$ cat src/rtl/fetch_queue.sv
// Instruction fetch front end: issues word fetches to instruction memory, buffers
// the returned instructions with their PCs in a small FIFO, and handles redirects.
module fetch_queue #(
  parameter int n     = 32,
  parameter int alen  = 6,
  parameter int depth = 2
) (
  input  logic            clock,
  input  logic            reset,
  output logic            mreq,
  output logic [alen-1:0] maddr,
  input  logic            mack,
  input  logic            mrvalid,
  input  logic [n-1:0]    mrdata,
  input  logic            redirect,
  input  logic [alen-1:0] redirect_pc,
  output logic            instr_valid,
  output logic [n-1:0]    instr_out,
  output logic [alen-1:0] pc_out,
  input  logic            instr_ready
);

  localparam int pw = $clog2(depth);

  localparam logic [1:0] FETCH = 2'd0;
  localparam logic [1:0] WAIT  = 2'd1;
  localparam logic [1:0] DROP  = 2'd2;

  localparam logic [pw:0]     full_count = (pw+1)'(depth);
  localparam logic [pw:0]     cnt_one    = (pw+1)'(1);
  localparam logic [pw-1:0]   ptr_one    = pw'(1);
  localparam logic [alen-1:0] addr_one   = alen'(1);

  logic [1:0]        state;
  logic [alen-1:0]   fpc;
  logic [alen-1:0]   req_pc;
  logic [pw-1:0]     rd_ptr;
  logic [pw-1:0]     wr_ptr;
  logic [pw:0]       count;
  logic [n+alen-1:0] entries [depth];
  logic [n+alen-1:0] head;

  logic accept;
  logic enq;
  logic deq;

  // Gated by reset so no request is visible while reset is held; a redirect
  // in the same cycle suppresses the request combinationally.
  assign mreq        = reset && (state == FETCH) && (count < full_count) && !redirect;
  assign maddr       = fpc;
  assign accept      = mreq && mack;
  assign instr_valid = (count != '0);

  assign enq = (state == WAIT) && mrvalid && !redirect;
  assign deq = instr_valid && instr_ready && !redirect;

  assign head      = entries[rd_ptr];
  assign instr_out = head[n-1:0];
  assign pc_out    = head[n+alen-1:n];

  always_ff @(posedge clock) begin
    if (!reset) begin
      state  <= FETCH;
      fpc    <= '0;
      req_pc <= '0;
      rd_ptr <= '0;
      wr_ptr <= '0;
      count  <= '0;
    end else if (redirect) begin
      fpc    <= redirect_pc;
      rd_ptr <= '0;
      wr_ptr <= '0;
      count  <= '0;
      // An outstanding response not yet returned must be swallowed in DROP.
      case (state)
        WAIT, DROP: state <= mrvalid ? FETCH : DROP;
        default:    state <= FETCH;
      endcase
    end else begin
      case (state)
        FETCH: begin
          if (accept) begin
            req_pc <= fpc;
            fpc    <= fpc + addr_one;
            state  <= WAIT;
          end
        end
        WAIT: begin
          if (mrvalid) state <= FETCH;
        end
        DROP: begin
          if (mrvalid) state <= FETCH;
        end
        default: state <= FETCH;
      endcase

      if (enq) wr_ptr <= wr_ptr + ptr_one;
      if (deq) rd_ptr <= rd_ptr + ptr_one;

      case ({enq, deq})
        2'b10:   count <= count + cnt_one;
        2'b01:   count <= count - cnt_one;
        default: count <= count;
      endcase
    end
  end

  always_ff @(posedge clock) begin
    if (reset && enq) entries[wr_ptr] <= {req_pc, mrdata};
  end

endmodule
$ cat config.mk
export PLATFORM = sky130hd
export DESIGN_NAME = fetch_queue
export DESIGN_NICKNAME = d
export VERILOG_FILES = /design/src/rtl/fetch_queue.sv
export SDC_FILE = /design/constraint.sdc
export NUM_CORES = 1
export LEC_CHECK = 0
export ABC_CLOCK_PERIOD_IN_PS = 6000
export CORE_ASPECT_RATIO = 2
export CORE_MARGIN = 5
export CORE_UTILIZATION = 48
export CTS_CLUSTER_DIAMETER = 40
export CTS_CLUSTER_SIZE = 40
export DETAILED_ROUTE_END_ITERATION = 10
export HOLD_SLACK_MARGIN = 0.03
export PLACE_DENSITY = 0.79
export SLEW_MARGIN = 0
export SYNTH_ARGS = -nofsm -noshare
export SYNTH_HDL_FRONTEND = slang
export SYNTH_SLANG_ARGS = --single-unit
export TNS_END_PERCENT = 10
$ cat constraint.sdc
create_clock -name clock -period 6 [get_ports clock]
set_input_delay 1.2 -clock clock [delete_from_list [all_inputs] [get_ports clock]]
set_output_delay 1.2 -clock clock [all_outputs]
set_load 0.02 [all_outputs]
After elaboration in Yosys (flattened, before gate mapping)

Memory sizes are Yosys's and may differ from the RTL's. A register that Yosys moved wholly into a read port is not among the register bits.
Index checks and enable logic that the tools add are counted.

Memory bits (writable): 76
Memories kept: 1
Logic and storage cells: 55
Input bits: 44
Register bits after elaboration: 18

Add/sub/neg operators: 5
Reductions and logical operators: 20
Equality and inequality tests: 6
Order comparisons: 1
Multiplexer cells: 14
Bitwise gates (word level): 2

Memories:

| name    | depth | bits a word | read ports | clocked after Yosys merged registers in | write ports | line | source |
|---|---|---|---|---|---|---|---|
| entries | 2     | 38          | 1          | 1                                       | 1           | 40   | `logic [n+alen-1:0] entries [depth];` |

Operator list:

| cell                                                               | number |
|---|---|
| 6-bit two-way mux                                                  | 3 |
| 2-bit two-way mux                                                  | 5 |
| 1-bit logical AND                                                  | 9 |
| 2-bit case mux with 2 select lines                                 | 2 |
| 2-bit nonzero test                                                 | 4 |
| 6-bit by 1-bit adder with 6-bit output, second input constant      | 1 |
| 2-bit by 1-bit == test with 1-bit output, second input constant    | 2 |
| 2-bit == test, second input constant                               | 2 |
| 1-bit two-way mux                                                  | 4 |
| 2-bit AND reduction                                                | 2 |
| 2-bit OR reduction                                                 | 2 |
| 3-bit by 1-bit != test with 1-bit output, second input constant    | 1 |
| 3-bit != test, second input constant                               | 1 |
| 3-bit AND reduction                                                | 1 |
| 1-bit adder, second input constant                                 | 2 |
| 2-bit by 1-bit adder with 2-bit output, second input constant      | 1 |
| 2-bit zero test                                                    | 1 |
| 2-bit less-than comparator, second input constant                  | 1 |
| 1-bit inverter                                                     | 2 |
| 2-bit by 1-bit subtractor with 2-bit output, second input constant | 1 |
| 1-bit zero test                                                    | 1 |

Depth between registers and ports, before layout

Gate-level depths: netlist of run 1.

Depth after elaboration: 8
Gate-level depth with buffers: 7
Gate-level depth less buffers: 7

Worst setup path after synthesis of run 1

No wires, ideal clock.

Path kind: input port to flip-flop
Start: input redirect
End: memory entries[0][0] in the netlist's numbering, enable pin
Data arrival time: 4.397 ns
Library setup time: 0.480 ns
Path buffers: 1
Setup slack: 1.123 ns
Stages: 4
Cells stage by stage: buf_2 > inv_1 > nand2_1 > nor3_1

Longest elaborated chain between the ends: 5

RTL lines:

| what                                    | line | source |
|---|---|---|
| start, declared                         | 15   | `input logic redirect,` |
| 1-bit zero test                         | 54   | `assign enq = (state == WAIT) && mrvalid && !redirect;` |
| 1-bit logical AND                       | 54   |  |
| 1-bit logical AND                       | 109  | `if (reset && enq) entries[wr_ptr] <= {req_pc, mrdata};` |
| 1-bit two-way mux                       | 109  |  |
| 1-bit two-way mux (not written as such) | 109  |  |
| end, declared                           | 40   |  |

No other way between the ends.

Worst setup path after layout of run 1

Start: input redirect
End: output mreq

Longest elaborated chain between the ends: 2

RTL lines:

| what              | line | source |
|---|---|---|
| 1-bit zero test   | 49   | `assign mreq = reset && (state == FETCH) && (count < full_count) && !redirect;` |
| 1-bit logical AND | 49   |  |
| end, declared     | 10   | `output logic mreq,` |

No other way between the ends.

==> implementation parameters, run 1 <==
Parameter                              Value

Clock tree
  Number of hold-repair buffers added at the cts stage ... 0
  Post-CTS repair timing setup buffer count ... 0
  Clock Path Buffers ... 2
  TritonCTS clock tree ... built
  CTS HTree Levels ... 3
  Clock tree root buffer cell ... clkbuf_16
  Num CTS Buffers ... 9
  Clk pin slew, worst setup/hold paths ... 0.06 ns
  TritonCTS Sinks ... 95
  # resized after CTS ... 0
  Later-pin clock latency in the skew report ... 0.33 ns

Pwr
  Internal power consumption ... 1.07 mW
  Combinational power share ... 0.052
  Maximum resistive drop on vdd ... 174 uV
  Total design power ... 1.33 mW
  Sequential power share ... 0.540
  Net switching power figure ... 0.258 mW
  Pwr dens ... 268 nW/um^2
  Switch share ... 0.194
  Pleak ... 1.61 nW
  Clock share of power ... 0.408

Global routing
  Global route overflow ... 0
  Wire length of the first global-routing pass ... 11.5 mm
  Total global-route track usage ... 0.156
  Number of global-route vias before repair ... ~2,400
  Maximum number of pins on one net before global-route repair ... 39
  Number of antenna violations at the first check in global routing ... 0

Routing
  Number of DRC violations after detailed-routing iteration 0 ... 53
  Count of nets left with antenna violations after detail routing ... 0
  Detailed-route via count ... 2,224
  Overall routed net length ... 7.10 mm
  DRC violation count after routing ... 0
  Wire length per cell ... 16.9 um
  Via density per instance ... ~5.3
  Detailed-router iteration count before antenna repair ... 4

Timing
  Setup repair after global routing missed its margin ... no
  Worst setup margin ... about 1.7 ns
  Setup-violating endpoint count in the final report ... 0
  Post-route minimum period ... 4.35 ns
  Final Max Tran Viols ... 0
  Fmax ... 0.230 GHz
  Max transition margin ... 0.396
  Share of the clock period used by the worst path ... 0.724
  Final Hold Viols ... 0
  Setup TNS Final ... 0 ns
  Worst Skew ... approximately 0.0056 ns
  Slew at the pin with the worst max-slew slack ... around 0.91 ns

Logic synthesis
  YS warnings ... 0
  Count of state elements after synthesis ... 95
  Number of unique standard cell types used by synthesis ... 38
  Post-Synthesis Net Count ... 275
  Post-synthesis sequential area ratio ... 0.723
  Number of instances in the synthesized netlist ... 227
  Number of flops mapped to enable cells by yosys ... 76
  Prevailing post-synth register cell ... edfxtp_1
  Post-Synthesis Cell Area ... 3680 sq um
  Average instance area after synthesis ... 16.2 sq um
  Fraction of synthesis flops using an asynchronous set or reset pin ... 0

Finish
  # fillers ... 581
  Area of the multi-input gates ... 953 sq um
  Commonest non-fill, non-tap cell in the layout ... clkdlybuf4s50_1
  Core utilization of the finished layout ... 0.658
  Final net count ... 369
  Number of diodes added for antenna fixing ... 0
  Final Instance Count excl. Fillers ... 420
  Share of cells above drive strength 1 ... 0.196
  Area used by sequential logic in the layout ... 2660 sq um
  Commonest cells after routing, fill and taps aside ... clkdlybuf4s50_1 (89), edfxtp_1 (76), mux2_2 (38)
  Area Overhead vs Synth ... 34.9%

Place
  # port buffers ... around 90
  Routability congestion estimate ... 0.885
  Placed wire-length estimate ... 5.01 mm
  Worst setup slack after placement ... 1.65 ns
  Cell count after placement ... 404

Floorplan
  Overall die area ... 9630 sq um
  Height of the die ... 134 um
  I/O pin count ... 90
  Chip width ... 71.9 um
  Starting density of the core ... 0.488
  Placeable Area ... 7540 sq um
  Row count ... between 40 and 50

Setup path
  Required time at the endpoint of the critical path ... between 4 and 5 ns
  Register-to-register setup slack ... 4.30 ns
  Cells traversed along the worst timing path ... clkdlybuf4s50_1 -> nand4bb_4 -> inv_2 -> clkdlybuf4s50_1
  Critical R2R Launch ... state[1]
  Endpoint of the worst register-to-register path ... entries[1][1]
  Type of element capturing the critical path ... output pin
  Max stage delay cell, worst path ... clkdlybuf4s50_1
  Cell type with the highest occurrence count on the critical path ... clkdlybuf4s50_1
  Start-to-end type of the worst setup path ... input port to output pin
  Cell depth of the worst flop-to-flop path ... 5
  Maximum fanout count along the critical path ... 16
  Arrival @ worst endpoint ... around 3.2 ns
  Startpoint types ... input port
  Crit path largest cell delay ... 0.64 ns

Run
  Maximum Capacitance Violations ... 0

Worst hold path
  Hold path endpoint ... entries[1][37]
  Worst Hold Launch ... req_pc[5]
  Worst hold-check path type ... flip-flop to flip-flop
  Hold Crit Depth ... 0

Outcome
  Result of the run ... complete, no violations
-- flip-flops by register name (all words and copies together) (netlist names), named ones only --
name and flops:
rd_ptr 1, req_pc 6, wr_ptr 1, state 2, count 2, maddr 6, entries 76
-- synth_stat cells, drive strengths merged (2+ instances only) --
cell,count,area share
edfxtp,76,0.62
mux2,38,0.12
dfxtp,19,0.10
o21ai,12,0.016
nand3,10,0.014
inv,8,0.0082
a21oi,7,0.0095
nor2,7,0.0071
buf,6,0.0098
nor3,6,0.0082
ha,4,0.014
nand2,4,0.0041
clkbuf,3,0.0031
a221oi,2,0.0065
a31oi,2,0.0034
o211ai,2,0.0041
or3,2,0.0034
xnor2,2,0.0048
xor2,2,0.0048
-- cell families after synthesis --
logic type      synth area share
flops                      0.723
mux                        0.116
simple gates              0.0605
compound gates            0.0564
buf+inv                   0.0211
xor+xnor                 0.00951
fa+ha+maj                 0.0136
-- power by group through the flow --
| stage | Sequential, mW | Clock (mW) | Combinational (mW) |
|---|---|---|---|
| 5_1_grt | 0.719 | 0.585 | 0.0747 |
| 6_report | 0.719 | 0.544 | 0.0692 |
| 2_1_floorplan | 0.735 | 0 | 0.0226 |
| 3_3_place_gp | 0.733 | 0 | 0.0672 |
| 3_5_place_dp | 0.733 | 0 | 0.0693 |
| 4_1_cts | 0.719 | 0.559 | 0.0697 |
-- critical path: cells and delay by family --
family	cells	cell delay [ns]
and+or+nand+nor	1	0.45
buffers and inverters	3	1.48
-- layout make-up --
| cell class | count | area share |
|---|---|---|
| clock buffer | 10 | 0.0461 |
| inverter | 8 | 0.00605 |
| clock inverter | 6 | 0.0121 |
| timing repair buffer | 92 | 0.184 |
| sequential | 95 | 0.536 |
| tap | 94 | 0.0237 |
| multi-input combinational | 115 | 0.192 |
-- layer usage --
| layer | track usage | share of wire |
|---|---|---|
| met4 | 0.0690 | 0.024 |
| met3 | 0.0480 | 0.058 |
| met5 | 0 | 0 |
| met1 | 0.158 | 0.36 |
| met2 | 0.286 | 0.56 |
-- stage by stage --
| step | hold WS (ns) | instance area (sq um) |
|---|---|---|
| floorplan | 0.419 | 3680 |
| global placement | 0.429 | 4680 |
| detailed placement | 0.441 | 4680 |
| CTS | 0.456 | 4970 |
| global route | 0.477 | 4970 |
| finish | 0.450 | 4970 |
-- worst max path at each step --
stage	to	from
after floorplan	entries[0][0]	redirect
after global placement	mreq	redirect
after detailed placement	mreq	redirect
after CTS	mreq	redirect
after global routing	mreq	redirect
final	mreq	redirect
Power figures use the tool's default switching activity.
==> run 2: changes to the inputs <==
ABC_CLOCK_PERIOD_IN_PS = 3520   (was 6000)
CORE_UTILIZATION = 44   (was 48)
PLACE_DENSITY = 0.76   (was 0.79)
clock period = 3.52 ns   (was 6 ns; I/O delays follow)
==> run 2 against run 1 <==
Net effect:
- sequential power up 71%
- combinational power up 73%
- clock skew up 0.0033 ns
- first-iteration DRC count up 70%
- setup slack worse by 1.4 ns
- via count up 0.45%
- cell area up 0.23%
- global-route usage down 0.32 points
- largest cell class unchanged
==> implementation parameters, run 2 (synthesis results as in run 1) <==
Parameter                              Value

Setup path
  Critical R2R Launch ... count[0]
  Cell depth of the worst flop-to-flop path ... 5
  Required time at the endpoint of the critical path ... 2.82 ns
  Maximum fanout count along the critical path ... 16
  Startpoint types ... input port
  Start-to-end type of the worst setup path ... input port to output pin
  Arrival @ worst endpoint ... around 2.5 ns
  Endpoint of the worst register-to-register path ... count[1]
  Register-to-register setup slack ... roughly 1.9 ns
  Type of element capturing the critical path ... output pin

Routing
  Count of nets left with antenna violations after detail routing ... 0
  Overall routed net length ... about 7.4 mm
  Detailed-router iteration count before antenna repair ... 4
  DRC violation count after routing ... 0
  Detailed-route via count ... 2,234
  Via density per instance ... 5.27
  Wire length per cell ... 17.6 um
  Number of DRC violations after detailed-routing iteration 0 ... 90

Finish
  Commonest non-fill, non-tap cell in the layout ... clkdlybuf4s50_1
  Final net count ... 370
  Share of cells above drive strength 1 ... 0.199
  Max FFs per register ... 76
  Commonest cells after routing, fill and taps aside ... clkdlybuf4s50_1 (89), edfxtp_1 (76), mux2_2 (38)
  Area Overhead vs Synth ... 35.2%
  Reg with most FFs ... entries
  Number of diodes added for antenna fixing ... 0

Worst hold path
  Worst hold-check path type ... flip-flop to flip-flop
  Worst Hold Launch ... req_pc[3]
  Hold Crit Depth ... 0
  Hold path endpoint ... entries[1][35]

Clock tree
  Number of hold-repair buffers added at the cts stage ... 0
  Clk pin slew, worst setup/hold paths ... 0.06 ns
  CTS HTree Levels ... 3
  Post-CTS repair timing setup buffer count ... 0
  TritonCTS Sinks ... 95
  Later-pin clock latency in the skew report ... 0.33 ns
  Num CTS Buffers ... 9
  Clock tree root buffer cell ... clkbuf_16
  TritonCTS clock tree ... built
  # resized after CTS ... 0
  Clock Path Buffers ... 2

Run
  Maximum Capacitance Violations ... 0

Outcome
  Result of the run ... complete, no violations

Floorplan
  Height of the die ... 139 um
  I/O pin count ... 90
  Overall die area ... 10,400 sq um
  Row count ... 47
  Placeable Area ... 8230 sq um
  Chip width ... 74.7 um
  Starting density of the core ... 0.447

Global routing
  Wire length of the first global-routing pass ... between 10 and 15 mm
  Total global-route track usage ... 0.153
  Maximum number of pins on one net before global-route repair ... 39
  Number of global-route vias before repair ... 2,318
  Global route overflow ... 0
  Number of antenna violations at the first check in global routing ... 0

Timing
  Max transition margin ... 0.700
  Post-route minimum period ... 3.22 ns
  Final Hold Viols ... 0
  Final hold slack ... 0.457 ns
  Setup TNS Final ... 0 ns
  Fmax ... 0.310 GHz
  Setup repair after global routing missed its margin ... no
  Final Max Tran Viols ... 0
  Slew at the pin with the worst max-slew slack ... 0.449 ns
  Worst Skew ... 0.00888 ns
  Setup-violating endpoint count in the final report ... 0
  Share of the clock period used by the worst path ... 0.915

Pwr
  Maximum resistive drop on vdd ... 332 uV
  Pleak ... 1.61 nW
  Pwr dens ... 443 nW/um^2

Place
  Placed wire-length estimate ... 5.35 mm
  Routability congestion estimate ... roughly 0.89
  # port buffers ... just under 90
[run 2: cell count changes in the layout (fill, tap and decap cells not counted)]
cell,previous run,this run
buf_12,0,2
buf_4,3,2
bufinv_16,1,0
clkinv_1,2,1
clkinv_4,1,0
clkinvlp_4,0,1
inv_6,1,2
[run 2: worst max-delay path by stage]
| stage | start | cells past startpoint | end |
|---|---|---|---|
| finish | reset | 4 | mreq |
| global route | reset | 4 | mreq |
| CTS | reset | 4 | mreq |
| detailed placement | reset | 4 | mreq |
| global placement | reset | 4 | mreq |
| floorplan | redirect | 4 | entries[0][0] |
[run 2: area by class of cell]
class                   instances  area [sq um]
flip-flops and latches         95          2660
well taps                      98           123
inverters                       8          30.0
clock buffers                  10           229
clock inverters                 5          33.8
repair buffers                 93           946
fillers                       643          3250
multi-input cells             115           953
[run 2: power by group]
group	switching [mW]	internal, mW
combinational	0.0528	0.0672
clock	0.384	0.476
sequential	0.00870	1.22
[run 2: layer usage]
layer / global-route usage / share of wire / vias up
met5: 0 / 0 / -
met3: 0.0491 / 0.061 / 17
met2: 0.261 / 0.56 / 74
met4: 0.0854 / 0.034 / 0
met1: 0.159 / 0.35 / 1082
li1: - / - / 1061
[run 2: stage by stage]
stage	util	setup slack (ns)	std cells	area (sq um)	total power, mW
finish	0.605	0.299	424	4980	2.21
global route	0.605	0.227	424	4980	2.28
CTS	0.605	0.310	424	4980	2.23
detailed placement	0.573	0.323	409	4720	1.37
global placement	0.573	0.331	409	4720	1.37
floorplan	-	-0.861	227	3680	1.29
[run 2: worst max-delay path, cell delays in order]
cell and delay (ns):
clkdlybuf4s50_1 0.64, nand4bb_4 0.28, inv_2 0.25, clkdlybuf4s50_1 0.64
